## src/rtl/bubble_sort_ctrl_if.sv

```systemverilog
// bubble_sort_ctrl_if
// Bundles the array-load/start/pacing inputs and the renderer-facing outputs
// of the animated bubble-sort sequencer.
//   master : switch logic + pixel renderer side (drives load/start/step_tick)
//   slave  : bubble_sort_ctrl side (drives heights and the compare/swap markers)
// Packing of load_data/heights: element i at bits [i*W +: W], index 0 leftmost.
interface bubble_sort_ctrl_if #(
  parameter int N = 5,
  parameter int W = 7
);
  logic           load;
  logic [N*W-1:0] load_data;
  logic           start;
  logic           step_tick;
  logic [N*W-1:0] heights;
  logic [2:0]     cmp_idx;
  logic           cmp_valid;
  logic           swapping;
  logic           busy;
  logic           done;

  modport master (
    output load, load_data, start, step_tick,
    input  heights, cmp_idx, cmp_valid, swapping, busy, done
  );

  modport slave (
    input  load, load_data, start, step_tick,
    output heights, cmp_idx, cmp_valid, swapping, busy, done
  );
endinterface

```

## src/rtl/bubble_sort_ctrl.sv

```systemverilog
// bubble_sort_ctrl
// Owns the bar-height array for the bar-chart view and runs a bubble sort on
// it, one compare or one swap per step_tick, so each step can be animated.
// Ports:
//   clk   : system clock, all state changes on the rising edge
//   reset : synchronous, active-high
//   bus   : bubble_sort_ctrl_if.slave
//           in  load, load_data[N*W], start, step_tick
//           out heights[N*W], cmp_idx[3], cmp_valid, swapping, busy, done
// All outputs come from registered state only.
//
// state   | meaning
// --------+-----------------------------------------------------------
// IDLE    | array held, waiting for load/start
// COMPARE | pair (j, j+1) shown; next tick decides swap or advance
// SWAP    | pair (j, j+1) out of order; next tick exchanges and advances
// DONE    | sort finished, array held until load/start
module bubble_sort_ctrl #(
  parameter int N = 5,
  parameter int W = 7
) (
  input  logic                 clk,
  input  logic                 reset,
  bubble_sort_ctrl_if.slave    bus
);

  typedef enum logic [1:0] {
    S_IDLE    = 2'd0,
    S_COMPARE = 2'd1,
    S_SWAP    = 2'd2,
    S_DONE    = 2'd3
  } state_t;

  state_t         state_q, state_d;
  logic [W-1:0]   arr_q [N];
  logic [W-1:0]   arr_d [N];
  logic [2:0]     j_q, j_d;
  logic [2:0]     pass_q, pass_d;
  logic           swp_q, swp_d;

  logic [W-1:0]   a_lo, a_hi;
  logic           last_in_pass;
  logic           do_adv;
  logic           any_swap;
  logic [N*W-1:0] heights_w;

  // Pair under compare, selected by loop compare rather than a dynamic index
  // so the mux stays in range for every legal N.
  always_comb begin
    a_lo = '0;
    a_hi = '0;
    for (int i = 0; i < N - 1; i++) begin
      if (j_q == 3'(i)) begin
        a_lo = arr_q[i];
        a_hi = arr_q[i+1];
      end
    end
  end

  // Pass shrinks by one each time: the largest remaining element has bubbled
  // to position N-1-pass.
  assign last_in_pass = !((int'(j_q) + 1) < (N - 1 - int'(pass_q)));

  always_comb begin
    state_d  = state_q;
    j_d      = j_q;
    pass_d   = pass_q;
    swp_d    = swp_q;
    arr_d    = arr_q;
    do_adv   = 1'b0;
    any_swap = swp_q;

    unique case (state_q)
      S_IDLE, S_DONE: begin
        // load has priority; a simultaneous start is dropped
        if (bus.load) begin
          for (int i = 0; i < N; i++) begin
            arr_d[i] = bus.load_data[i*W +: W];
          end
          state_d = S_IDLE;
          j_d     = '0;
          pass_d  = '0;
        end else if (bus.start) begin
          state_d = S_COMPARE;
          j_d     = '0;
          pass_d  = '0;
          swp_d   = 1'b0;
        end
      end

      S_COMPARE: begin
        if (bus.step_tick) begin
          // strict compare keeps equal elements in place (stable sort)
          if (a_lo > a_hi) begin
            state_d = S_SWAP;
          end else begin
            do_adv = 1'b1;
          end
        end
      end

      S_SWAP: begin
        if (bus.step_tick) begin
          for (int i = 0; i < N - 1; i++) begin
            if (j_q == 3'(i)) begin
              arr_d[i]   = a_hi;
              arr_d[i+1] = a_lo;
            end
          end
          swp_d    = 1'b1;
          any_swap = 1'b1;
          do_adv   = 1'b1;
        end
      end

      default: state_d = S_IDLE;
    endcase

    if (do_adv) begin
      if (!last_in_pass) begin
        j_d     = j_q + 3'd1;
        state_d = S_COMPARE;
      end else if (!any_swap || (int'(pass_q) + 1 == N - 1)) begin
        // j intentionally left alone so cmp_idx keeps the final pair
        state_d = S_DONE;
      end else begin
        pass_d  = pass_q + 3'd1;
        j_d     = '0;
        swp_d   = 1'b0;
        state_d = S_COMPARE;
      end
    end
  end

  always_ff @(posedge clk) begin
    if (reset) begin
      state_q <= S_IDLE;
      j_q     <= '0;
      pass_q  <= '0;
      swp_q   <= 1'b0;
      for (int i = 0; i < N; i++) begin
        arr_q[i] <= '0;
      end
    end else begin
      state_q <= state_d;
      j_q     <= j_d;
      pass_q  <= pass_d;
      swp_q   <= swp_d;
      for (int i = 0; i < N; i++) begin
        arr_q[i] <= arr_d[i];
      end
    end
  end

  always_comb begin
    heights_w = '0;
    for (int i = 0; i < N; i++) begin
      heights_w[i*W +: W] = arr_q[i];
    end
  end

  assign bus.heights   = heights_w;
  assign bus.cmp_idx   = j_q;
  assign bus.cmp_valid = (state_q == S_COMPARE) || (state_q == S_SWAP);
  assign bus.busy      = (state_q == S_COMPARE) || (state_q == S_SWAP);
  assign bus.swapping  = (state_q == S_SWAP);
  assign bus.done      = (state_q == S_DONE);

endmodule

```

## src/flat_wrapper.sv

```systemverilog
// flat-port wrapper written by rule: the top's interface ports become plain ports
module bubble_sort_ctrl_flat 
#(
  parameter int N = 5,
  parameter int W = 7
)
  (clk, reset, bus_load, bus_load_data, bus_start, bus_step_tick, bus_heights, bus_cmp_idx, bus_cmp_valid, bus_swapping, bus_busy, bus_done);
  bubble_sort_ctrl_if #(.N(N), .W(W)) bus_i ();
  input  logic clk;
  input  logic reset;
  input wire logic [$bits(bus_i.load)-1:0] bus_load;
  input wire logic [$bits(bus_i.load_data)-1:0] bus_load_data;
  input wire logic [$bits(bus_i.start)-1:0] bus_start;
  input wire logic [$bits(bus_i.step_tick)-1:0] bus_step_tick;
  output wire logic [$bits(bus_i.heights)-1:0] bus_heights;
  output wire logic [$bits(bus_i.cmp_idx)-1:0] bus_cmp_idx;
  output wire logic [$bits(bus_i.cmp_valid)-1:0] bus_cmp_valid;
  output wire logic [$bits(bus_i.swapping)-1:0] bus_swapping;
  output wire logic [$bits(bus_i.busy)-1:0] bus_busy;
  output wire logic [$bits(bus_i.done)-1:0] bus_done;
  assign bus_i.load = bus_load;
  assign bus_i.load_data = bus_load_data;
  assign bus_i.start = bus_start;
  assign bus_i.step_tick = bus_step_tick;
  assign bus_heights = bus_i.heights;
  assign bus_cmp_idx = bus_i.cmp_idx;
  assign bus_cmp_valid = bus_i.cmp_valid;
  assign bus_swapping = bus_i.swapping;
  assign bus_busy = bus_i.busy;
  assign bus_done = bus_i.done;
  bubble_sort_ctrl #(.N(N), .W(W)) u_core (.clk(clk), .reset(reset), .bus(bus_i));
endmodule
```

## config.mk

```make
export PLATFORM = sky130hd
export DESIGN_NAME = bubble_sort_ctrl_flat
export DESIGN_NICKNAME = d
export VERILOG_FILES = /design/src/rtl/bubble_sort_ctrl_if.sv /design/src/rtl/bubble_sort_ctrl.sv /design/src/flat_wrapper.sv
export SDC_FILE = /design/constraint.sdc
export NUM_CORES = 1
export LEC_CHECK = 0
export CORE_ASPECT_RATIO = 1.4
export CORE_UTILIZATION = 25
export CTS_CLUSTER_SIZE = 16
export DETAILED_ROUTE_END_ITERATION = 10
export PLACE_DENSITY = 0.44
export SYNTH_ARGS = -nofsm -noshare
export SYNTH_HDL_FRONTEND = slang
export SYNTH_SLANG_ARGS = --single-unit
```

## constraint.sdc

```tcl
create_clock -name clk -period 5.91 [get_ports clk]
set_input_delay 0.591 -clock clk [delete_from_list [all_inputs] [get_ports clk]]
set_output_delay 0.591 -clock clk [all_outputs]
set_load 0.005 [all_outputs]
```

==> impl_metrics.env <==
export IMPL_cts_sinks=44
export IMPL_post_cts_resized=0
export IMPL_path_cells="inv_1 > ha_1 > nor2b_1 > a221oi_1 > o31ai_1 > ha_1 > nor2b_1 > o21ai_0 > o21ai_0 > a21oi_1 > a31oi_2 > or4_4 > and2_1"
export IMPL_power_leakage_nw=1.55
export IMPL_tightest_slew_ps=1060
export IMPL_grt_use_total=0.171
export IMPL_vdd_drop_max_mv=0.192
export IMPL_grt_pass1_vias=3198
export IMPL_period_share=0.764
export IMPL_ff2ff_setup_slack_ps=1400
export IMPL_ioPinCount=82
export IMPL_num_vias=3331
export IMPL_cts_setup_buffers=0
export IMPL_multiInputGateArea_sq_um=2070
export IMPL_setup_viol=0
export IMPL_status="completed"
export IMPL_cts_buffer_depth=2
export IMPL_ys_warn_count=0
export IMPL_fin_crit_ps=4510
export IMPL_rsz0062_at_grt="no"
export IMPL_cp_slowest_cell="nor2b_1"
export IMPL_startpoint="u_core.bus.cmp_idx[0]"
export IMPL_syn_area_sq_um=3150
export IMPL_syn_area_per_cell_sq_um=7.51
export IMPL_avgRoutedWirePerCell_um=17.4
export IMPL_criticalPathCategory="reg2reg"
export IMPL_design_final_nets=544
export IMPL_cts_root_buf="clkbuf_16"
export IMPL_ys_seq_area_frac=0.280
export IMPL_cpPeakStageDelay_ps=850
export IMPL_finClkSkew_ps=11.3
export IMPL_vias_per_cell=5.25
export IMPL_drcViolationCount=0
export IMPL_gp_congestion=0.795
export IMPL_synthFlopType="dfxtp_1"
export IMPL_drv_cap=0
export IMPL_clk_pin_slew_worst_paths_ps=60
export IMPL_die_w_um=96.8
export IMPL_synth_nets=479
export IMPL_synthArstFlopShare=0
export IMPL_start_util=0.255
export IMPL_hold_violations=0
export IMPL_powerDensity_nw_per_um2=478
export IMPL_hold_buffers=0
export IMPL_worstSkewPairLatency_ps=290
export IMPL_r2r_cells=13
export IMPL_dr_pass1_iters=7
export IMPL_r2r_end="u_core.swp_q"
export IMPL_holdCritPathClass="reg2reg"
export IMPL_syn_to_final_growth_pct=34.0
export IMPL_grt_first_pass_wirelength_mm=17.7
export IMPL_ys_seq_elements=44
export IMPL_die_area_sq_um=13000
export IMPL_grt_start_max_net_pins=44
export IMPL_startpoint_type="flip-flop"
export IMPL_routed_wl_mm=11.1
export IMPL_antenna_found_initial=0
export IMPL_cts_max_level=2
export IMPL_min_delay_start="u_core.pass_q[1]"
export IMPL_fin_tns_setup_ps=0
export IMPL_max_freq_ghz=0.222
export IMPL_holdWs_ps=499
export IMPL_rows=48
export IMPL_worst_ep_arrival_time_ps=4690
export IMPL_ys_types=53
export IMPL_n_antenna_cell=0
export IMPL_ant_nets=0
export IMPL_utilization=0.342
export IMPL_ff_latch_area_sq_um=881
export IMPL_nFillCells=1315
export IMPL_core_area_sq_um=12300
export IMPL_numCtsBuffers=5
export IMPL_grt_ovfl_total=0
export IMPL_whs_path_depth=2
export IMPL_required_ps=6090
export IMPL_max_slew_margin=0.294
export IMPL_synth_edff_count=0
export IMPL_die_y_um=135
export IMPL_syn_inst=419
export IMPL_critPathMaxFanout=15
export IMPL_hold_end="u_core.pass_q[1]"
export IMPL_report_final_slew_viol_count=0
export IMPL_cts_tree="built"
export IMPL_io_buffers=81
export IMPL_drt_initial_drc_count=172
export IMPL_hpwl_mm=8.28
export IMPL_r2r_start="u_core.bus.cmp_idx[0]"
export IMPL_drive_above_1_share=0.0496
export IMPL_endpoint_kind="flip-flop"
[per-layer routing]
metal	GRT usage	wire, um
met1	0.210	4870
met2	0.303	5580
met3	0.0311	461
met4	0.0522	146
met5	0	0
[kinds of logic (layout without fill, tap and decap cells)]
| kind of cell | after synthesis | after routing | synth area share |
|---|---|---|---|
| simple gates | 160 | 160 | 0.234 |
| compound gates | 131 | 131 | 0.299 |
| buf+inv | 50 | 115 | 0.0636 |
| flops | 44 | 44 | 0.280 |
| fa+ha+maj | 20 | 20 | 0.0796 |
| mux | 13 | 13 | 0.0414 |
| xor+xnor | 1 | 1 | 0.00278 |
[where the power goes]
group	switching [mW]	internal (mW)	leakage, nW
logic	0.658	0.553	1.12
registers	0.126	0.402	0.363
clock network	0.119	0.154	0.0667
[synth_stat cells, types with 7 or more instances]
master	number	area, sq um
nor2b_1	7	43.8
clkbuf_1	23	86.3
a311oi_1	11	96.3
nor2_1	52	195
nand3_1	7	35.0
nand2b_1	8	50.1
o21ai_0	16	80.1
a221oi_1	8	70.1
dfxtp_1	44	881
nand2_1	57	214
a211oi_1	16	120
mux2i_1	13	130
ha_1	20	250
a21oi_1	29	145
inv_1	20	75.1
o211ai_1	12	90.1
[area by class of cell]
type	count	share of cell area
sequential	44	0.209
inverter	20	0.0178
tap	150	0.0445
clock inverter	1	0.00119
multi-input combinational	325	0.492
clock buffer	6	0.0306
timing repair buffer	88	0.205
[worst max-delay path, delay by kind of cell, from the launching register on]
family | cells | cell delay [ps]
adders and majority gates | 2 | 770
DFF | 1 | 370
and+or+nand+nor | 4 | 1750
buffers and inverters | 1 | 120
AOI/OAI and AO/OA | 6 | 1400
[through the flow]
| stage | std cells | setup slack (ps) | instance area [sq um] | total power [mW] |
|---|---|---|---|---|
| after floorplan | 419 | 2260 | 3150 | 1.26 |
| after global placement | 627 | 1540 | 4080 | 1.75 |
| after detailed placement | 627 | 1400 | 4080 | 1.75 |
| after CTS | 634 | 1360 | 4210 | 2.04 |
| after global routing | 634 | 1010 | 4210 | 2.18 |
| final | 634 | 1400 | 4210 | 2.01 |
[registers in the layout, summed over array words and instances, names as in the netlist]
name / flops
u_core.bus.heights: 35
u_core.bus.cmp_idx: 3
u_core.pass_q: 3
u_core.state_q: 2
u_core.swp_q: 1
[how the worst max path moves through the flow]
| stage | endpoint | cells after the start |
|---|---|---|
| global route | u_core.swp_q | 13 |
| CTS | u_core.swp_q | 13 |
| detailed placement | u_core.swp_q | 13 |
| finish | u_core.swp_q | 13 |
| floorplan | u_core.swp_q | 15 |
| global placement | u_core.swp_q | 13 |
[layout by cell type (no fill, tap or decap), types with 11 or more instances in the layout]
cell type        instances
dfxtp_1                 44
ha_1                    19
o21ai_0                 16
nor2_1                  52
o211ai_1                12
a311oi_1                11
inv_1                   20
a21oi_1                 29
nand2_1                 57
a211oi_1                16
mux2i_1                 13
clkdlybuf4s50_1         81
No activity file was read; power rests on OpenSTA's default activity.
